[config.mk]
export PLATFORM = sky130hd
export DESIGN_NAME = o_sram_drain
export DESIGN_NICKNAME = d
export VERILOG_FILES = /design/src/rtl/core_pkg.sv /design/src/rtl/psum_relu.sv /design/src/rtl/o_sram_drain.sv
export SDC_FILE = /design/constraint.sdc
export NUM_CORES = 1
export LEC_CHECK = 0
export ABC_AREA = 1
export ABC_CLOCK_PERIOD_IN_PS = 3300
export BUFFER_PORTS_ARGS = -buffer_cell sky130_fd_sc_hd__buf_4
export CAP_MARGIN = 20
export CORE_MARGIN = 1.5
export CORE_UTILIZATION = 35
export CTS_BUF_LIST = sky130_fd_sc_hd__clkbuf_4
export DETAILED_ROUTE_END_ITERATION = 7
export HOLD_SLACK_MARGIN = 0.06
export PLACE_DENSITY = 0.62
export REMOVE_ABC_BUFFERS = 1
export SLEW_MARGIN = 20
export SYNTH_ARGS = -nofsm -noshare
export SYNTH_HDL_FRONTEND = slang
export SYNTH_SLANG_ARGS = --single-unit
export TNS_END_PERCENT = 20
[constraint.sdc]
create_clock -name clk -period 3.3 [get_ports clk]
set_clock_uncertainty 0.2 [all_clocks]
set_input_delay 0.66 -clock clk [delete_from_list [all_inputs] [get_ports clk]]
set_output_delay 0.66 -clock clk [all_outputs]
set_load 0.01 [all_outputs]
[src/rtl/core_pkg.sv]
// Shared definitions for the output-SRAM drain path: FSM states, lane geometry
// and the SRAM control encodings used on the shared read port.
package core_pkg;

    typedef enum logic [2:0] {
        IDLE = 3'd0,
        READ = 3'd1,
        LOAD = 3'd2,
        SEND = 3'd3,
        DONE = 3'd4
    } drain_state_t;

    localparam int LANES         = 8;
    localparam int LANE_BW       = 16;
    localparam int BEATS_PER_ROW = 4;

    localparam logic CEN_ON   = 1'b0;
    localparam logic CEN_OFF  = 1'b1;
    localparam logic WEN_READ = 1'b1;

endpackage

[src/rtl/psum_relu.sv]
// Combinational per-lane ReLU on a full SRAM row: a signed 16-bit lane that is
// negative becomes zero when en is set; everything else passes untouched.
module psum_relu
    import core_pkg::*;
#(
    parameter int P_DATA_BW = 128
) (
    input  logic                 en,
    input  logic [P_DATA_BW-1:0] data_in,
    output logic [P_DATA_BW-1:0] data_out
);

    localparam int N_LANES = P_DATA_BW / LANE_BW;

    function automatic logic signed [LANE_BW-1:0] relu_lane(
        input logic signed [LANE_BW-1:0] lane,
        input logic                      clamp_en
    );
        if (clamp_en && (lane < 0))
            return '0;
        return lane;
    endfunction

    always_comb begin
        data_out = '0;
        for (int i = 0; i < N_LANES; i++) begin
            data_out[i*LANE_BW +: LANE_BW] = relu_lane(data_in[i*LANE_BW +: LANE_BW], en);
        end
    end

endmodule

[src/rtl/o_sram_drain.sv]
// Drains every output SRAM row after op_done, optionally clamps negative lanes,
// and streams each row as four 32-bit valid/ready beats (beat 0 = bits [31:0]).
module o_sram_drain
    import core_pkg::*;
#(
    parameter int P_ROWS    = 16,
    parameter int P_ADDR_BW = 4,
    parameter int P_DATA_BW = 128,
    parameter int P_OUT_BW  = 32
) (
    input  logic                 clk,
    input  logic                 reset,
    input  logic                 start,
    input  logic                 relu_en,
    output logic                 busy,
    output logic                 done,
    input  logic [P_DATA_BW-1:0] O_Q,
    output logic [P_ADDR_BW-1:0] O_ADDR,
    output logic                 O_CEN,
    output logic                 O_WEN,
    output logic                 m_valid,
    input  logic                 m_ready,
    output logic [P_OUT_BW-1:0]  m_data,
    output logic                 m_last
);

    localparam logic [1:0]           LAST_BEAT = 2'(BEATS_PER_ROW - 1);
    localparam logic [P_ADDR_BW-1:0] LAST_ROW  = P_ADDR_BW'(P_ROWS - 1);

    drain_state_t         state;
    drain_state_t         state_nxt;
    logic [P_ADDR_BW-1:0] row_cnt;
    logic [1:0]           beat_cnt;
    logic                 relu_lat;
    logic [P_DATA_BW-1:0] row_buf;
    logic [P_DATA_BW-1:0] row_clamped;
    logic                 hs;
    logic                 last_row;
    logic                 last_beat;

    psum_relu #(
        .P_DATA_BW (P_DATA_BW)
    ) u_relu (
        .en       (relu_lat),
        .data_in  (O_Q),
        .data_out (row_clamped)
    );

    assign hs        = (state == SEND) && m_ready;
    assign last_row  = (row_cnt == LAST_ROW);
    assign last_beat = (beat_cnt == LAST_BEAT);

    always_ff @(posedge clk) begin
        if (reset)
            state <= IDLE;
        else
            state <= state_nxt;
    end

    always_comb begin
        state_nxt = state;
        case (state)
            IDLE:    if (start) state_nxt = READ;
            READ:    state_nxt = LOAD;
            LOAD:    state_nxt = SEND;
            SEND:    if (hs && last_beat) state_nxt = last_row ? DONE : READ;
            DONE:    state_nxt = IDLE;
            default: state_nxt = IDLE;
        endcase
    end

    // Counters advance only on handshakes; relu_en is frozen for the whole pass.
    always_ff @(posedge clk) begin
        if (reset) begin
            row_cnt  <= '0;
            beat_cnt <= '0;
            relu_lat <= 1'b0;
            row_buf  <= '0;
        end else begin
            case (state)
                IDLE: begin
                    if (start) begin
                        relu_lat <= relu_en;
                        row_cnt  <= '0;
                        beat_cnt <= '0;
                    end
                end
                LOAD: row_buf <= row_clamped;
                SEND: begin
                    if (hs) begin
                        beat_cnt <= beat_cnt + 2'd1;
                        if (last_beat && !last_row)
                            row_cnt <= row_cnt + P_ADDR_BW'(1);
                    end
                end
                default: ;
            endcase
        end
    end

    // Stream outputs derive from registered state only, so m_ready never reaches m_valid.
    always_comb begin
        busy    = (state != IDLE);
        done    = (state == DONE);
        O_CEN   = (state == READ) ? CEN_ON : CEN_OFF;
        O_WEN   = WEN_READ;
        O_ADDR  = row_cnt;
        m_valid = (state == SEND);
        m_data  = '0;
        if (m_valid)
            m_data = row_buf[32'(beat_cnt) * P_OUT_BW +: P_OUT_BW];
        m_last  = m_valid && last_row && last_beat;
    end

endmodule
# After elaboration in Yosys (flattened, before gate mapping)

Index checks and enable logic that the tools add are counted.

Bitwise operators: 0
Equality and inequality tests: 10
Multiply operators: 0
Reduce and logical (&&, ||, !) cells: 21
Div/mod/pow operators: 0
Multiplexer cells: 37
$add $sub $neg: 2
Order comparisons: 8
Shifts and indexed selects: 1

Operators with widths:

| kind                  | number |
|---|---|
| $mux W16              | 16 |
| $lt A16 B1 Y1 const B | 8 |
| $shiftx A128 B8 Y32   | 1 |
| $mux W32              | 1 |
| $logic_and A1 B1 Y1   | 13 |
| $mux W4               | 3 |
| $pmux W3 S4           | 1 |
| $mux W1               | 9 |
| $mux W3               | 3 |
| $pmux W4 S2           | 1 |
| $eq A3 B2 Y1 const B  | 2 |
| $ne A2 B1 Y1 const B  | 3 |
| $add A4 B1 Y4 const B | 1 |
| $eq A4 B4 Y1 const B  | 1 |
| $mux W2               | 2 |
| $pmux W2 S2           | 1 |
| $reduce_and A2 Y1     | 2 |
| $reduce_and A4 Y1     | 1 |
| $eq A3 B1 Y1 const B  | 1 |
| $eq A3 B3 Y1 const B  | 1 |
| $logic_not A3 Y1      | 1 |
| $reduce_and A3 Y1     | 1 |
| $reduce_bool A3 Y1    | 1 |
| $add A2 B1 Y2 const B | 1 |
| 4 further kinds       | 4 |

ROM bits: 0
Flip-flop bits (word level): 138
Bits in writable memories: 0
Memories: 0
Bits in latches: 0
Output and inout port bits: 42

# Longest topological paths before layout

Depth after elaboration: 6
Depth in mapped cells: 8

# Cells and area by module

From an unflattened synthesis, not the netlist that was laid out.

Cells, all modules: 1177
Area total of the unflattened synthesis: 7495.9 µm²

By module, submodules not included:

| module       | seq. area each (µm²) | cells each | area an instance (µm²) | instances |
|---|---|---|---|---|
| o_sram_drain | 2762.6               | 891        | 6127.1                 | 1 |
| psum_relu    | 0.0                  | 286        | 1368.8                 | 1 |

# Worst setup path after synthesis

No wires, ideal clock.

Kind: register to output
From: register beat_cnt[0]
To: output port m_data[14]
Stages on the path, launching flop included: 6
Arrival: 1177 ps
Data required time: 2440 ps
Path buffers: 2
Setup slack: 1263 ps
Path through: dfxtp_1 -> inv_2 -> clkbuf_1 -> clkbuf_1 -> o21ai_0 -> a21oi_1

Word-level cells in the longest chain between the ends: 2

Ends and longest elaborated chain:

| what                   | RTL line            | source |
|---|---|---|
| from (decl)            | o_sram_drain.sv:33  | `logic [1:0] beat_cnt;` |
| from (signal assigned) | o_sram_drain.sv:91  | `beat_cnt <= beat_cnt + 2'd1;` |
| $shiftx A128 B8 Y32    | o_sram_drain.sv:111 | `m_data = row_buf[32'(beat_cnt) * P_OUT_BW +: P_OUT_BW];` |
| $mux W32               | o_sram_drain.sv:110 | `if (m_valid)` |
| to (decl)              | o_sram_drain.sv:23  | `output logic [P_OUT_BW-1:0] m_data,` |

No other way between the ends.

# Worst setup path after layout

From: register state[1]
To: output port m_data[10]

Word-level cells in the longest chain between the ends: 2

Ends and longest elaborated chain:

| what                   | RTL line            | source |
|---|---|---|
| from (decl)            | o_sram_drain.sv:30  | `drain_state_t state;` |
| from (signal assigned) | o_sram_drain.sv:57  | `state <= state_nxt;` |
| $eq A3 B2 Y1           | o_sram_drain.sv:108 | `m_valid = (state == SEND);` |
| $mux W32               | o_sram_drain.sv:110 |  |

No other way between the ends.

==> results.md <==
* Hold EP: row_buf[45]$_SDFFE_PP0P_
* Synth warnings at 0
* Synthesized instance count at 907
* Num rows at 48
* Final hold violations at 0
* Outcome: finished, final reports clean
* R2R Setup Slk at 1140 ps
* Final period util at 0.928
* Wire per inst at 15.7 um
* Util after Layout at 0.449
* Worst Path Buf+Inv at 2
* Chip height at 137 um
* Final Setup Violations at 0
* Nets at 1169
* Post-synth EDFFs at 0
* Slew HR at 0.493
* CP max FO at 23
* Routed vias/inst at 5.11
* Initial core utilization at 0.361
* Worst reg-to-reg path cell count at 6
* Worst skew pair latency at 540 ps
* Total congestion overflow at 0
* Worst-Margin Slew at 758 ps
* CP Class: register to output port
* Hold_buf cts at 0
* Critical Path, Cell by Cell: nand3_2 > buf_12 > a21oi_1 > buf_4
* Gpl congestion at 0.791
* Final worst setup slack at 237 ps
* Synthesized flop and latch total at 138
* Netlist cell types at 24
* Gr busiest metal: met2
* Unrepaired setup endpoints after global routing: false
* Total CTS buffers at 17
* Met1 Resource Use GR at 0.301
* Post_cts resized at 0
* Largest net degree at the start of global routing at 73
* Diode count at 0
* # port buffers at 173
* Async set-reset flop share out of synthesis at 0
* Register area share after synthesis at 0.438
* Worst vdd ir at 0.220 mV
* Slowest-stage cell, CP: dfxtp_1
* Drt drc at 0
* Die ar. at 18800 sq um
* Vias in the first global route at 6063
* Core area at 17500 sq um
* TritonCTS clock tree: yes
* Crit path capture type: output port
* Setup bufs post-CTS at 0
* Chip Width at 137 um
* CP required at 2440 ps
* Post-Syn Area per Cell at 6.95 sq um
* DRT iter0 DRCs at 517
* Detailed placer's ending HPWL at 12.9 mm
* Reg2Reg Launch Point: state[1]$_SDFFE_PP0P_
* CTS Sinks at 138
* Clock Path Buffers at 2
* Post-route ant nets at 0
* WHS Path Cells at 3
* Met2 usage at 0.330
* First-pass DRT Iterations at 4
* Share of cells above drive strength 1 at 0.209
* Hold Path Class: input pin to register
* First-pass GRT wire length at 31.2 mm
* Min Tclk post-route at 3060 ps
* Mapped cell area at 6300 sq um
* Drt total wl at 19.9 mm
* Crit path launch type: register
* Pleak at 2.95 nW
* Largest stage delay, worst path at 500 ps
* Crit-path leading delay family: flip-flops
* Area of the multi-input gates at 3070 sq um
* Area growth syn-to-layout at 24.5%
* R2r endpoint: beat_cnt[1]$_SDFFE_PP0P_
* Worst Hold Launch: O_Q[45]
* Power per cell area at 461 nW/um^2
* CP arrival at 2200 ps
* Reg clk slew, reported paths at 110 ps
* Ports at 175
* Fillers at 1850
* GRT Util Overall at 0.215
* F_max at 326 MHz
* Top FF cell, synth: dfxtp_1
* Root buffer cell: clkbuf_4
* Initial antenna violation count at 0
* Via count at 6481
* H-tree depth at 4
* Max-slew violations at 0
* Maximum Capacitance Violations at 0
* Setup WS pre-CTS at 827 ps
* Met3 Use GR at 0.0508
* Register area at 2760 sq um
[placed cells by master, fill, tap and decap left out, drive strengths merged]
master	netlist	routed
a21oi	165	165
a31oi	2	2
buf	49	186
bufinv	0	1
clkbuf	29	22
clkinv	1	7
conb	1	1
dfxtp	138	138
ha	2	2
inv	14	14
nand2	153	153
nand3	136	136
nand4	2	2
nor2	142	142
nor3	2	2
o21ai	68	68
or2	1	1
xnor2	1	1
xor2	1	1
[how the worst max path moves through the flow]
stage / cells past startpoint / endpoint / startpoint
2_1_floorplan: 5 / row_buf[0]$_SDFFE_PP0P_ / state[2]$_SDFFE_PP0P_
3_3_place_gp: 5 / m_data[10] / state[2]$_SDFFE_PP0P_
3_5_place_dp: 4 / m_data[10] / state[1]$_SDFFE_PP0P_
4_1_cts: 4 / m_data[10] / state[1]$_SDFFE_PP0P_
5_1_grt: 5 / m_data[10] / state[2]$_SDFFE_PP0P_
6_report: 4 / m_data[10] / state[1]$_SDFFE_PP0P_
[sequential cells by signal, indices dropped and copies added (netlist names)]
signal	count
O_ADDR	4
relu_lat	1
row_buf	128
beat_cnt	2
state	3
[layer usage]
metal | wire [um] | part of all wire
met1 | 9380 | 0.47
met2 | 8690 | 0.44
met3 | 1580 | 0.080
met4 | 235 | 0.012
met5 | 0 | 0
[power breakdown]
group,switching (W),internal (W)
Sequential,0.0000808,0.00180
Clock,0.000562,0.000390
Combinational,0.000484,0.000304
[final cells by class]
type,count,area share
sequential,138,0.352
tap,225,0.0359
multi-input combinational,676,0.391
timing repair buffer,186,0.186
clock inverter,7,0.00685
clock buffer,22,0.0210
inverter,15,0.00749
[worst reg2reg max path, cell delays in order, from the launching register on]
cell and delay [ps]:
dfxtp_1 500, nand3_2 450, buf_12 350, o21ai_0 290, inv_1 100, a21oi_1 120, nor2_1 50
[synthesized netlist by cell type, types with 2 or more instances]
library cell	number	area (sq um)
buf_2	23	115
nor3_1	2	10.0
inv_2	2	7.51
nor2_1	140	526
inv_1	12	45.0
a21oi_1	165	826
nor2_4	2	22.5
buf_6	11	124
nand2_1	152	571
ha_1	2	25.0
dfxtp_1	138	2760
nand4_1	2	12.5
clkbuf_1	29	109
nand3_1	136	681
buf_4	6	45.0
a31oi_1	2	12.5
buf_1	9	33.8
o21ai_0	68	340
[kinds of logic after synthesis]
kind of cell / share of synthesized area
adders and majority gates: 0.00397
buffers and inverters: 0.0766
xor gates and xnor gates: 0.00278
other: 0.000595
AOI/OAI and AO/OA: 0.187
and+or+nand+nor: 0.291
DFF: 0.438
[stage by stage]
stage          cell area (sq um)  total power [W]  setup TNS [ps]  cells  hold WS (ps)
3_3_place_gp                7630          0.00270               0   1240           249
5_1_grt                     7850          0.00384               0   1269           133
2_1_floorplan               5880          0.00232           -8050    829           236
4_1_cts                     7850          0.00365               0   1269           136
6_report                    7850          0.00362               0   1269           181
3_5_place_dp                7630          0.00271               0   1240           253
No activity file was read; power rests on OpenSTA's default activity.
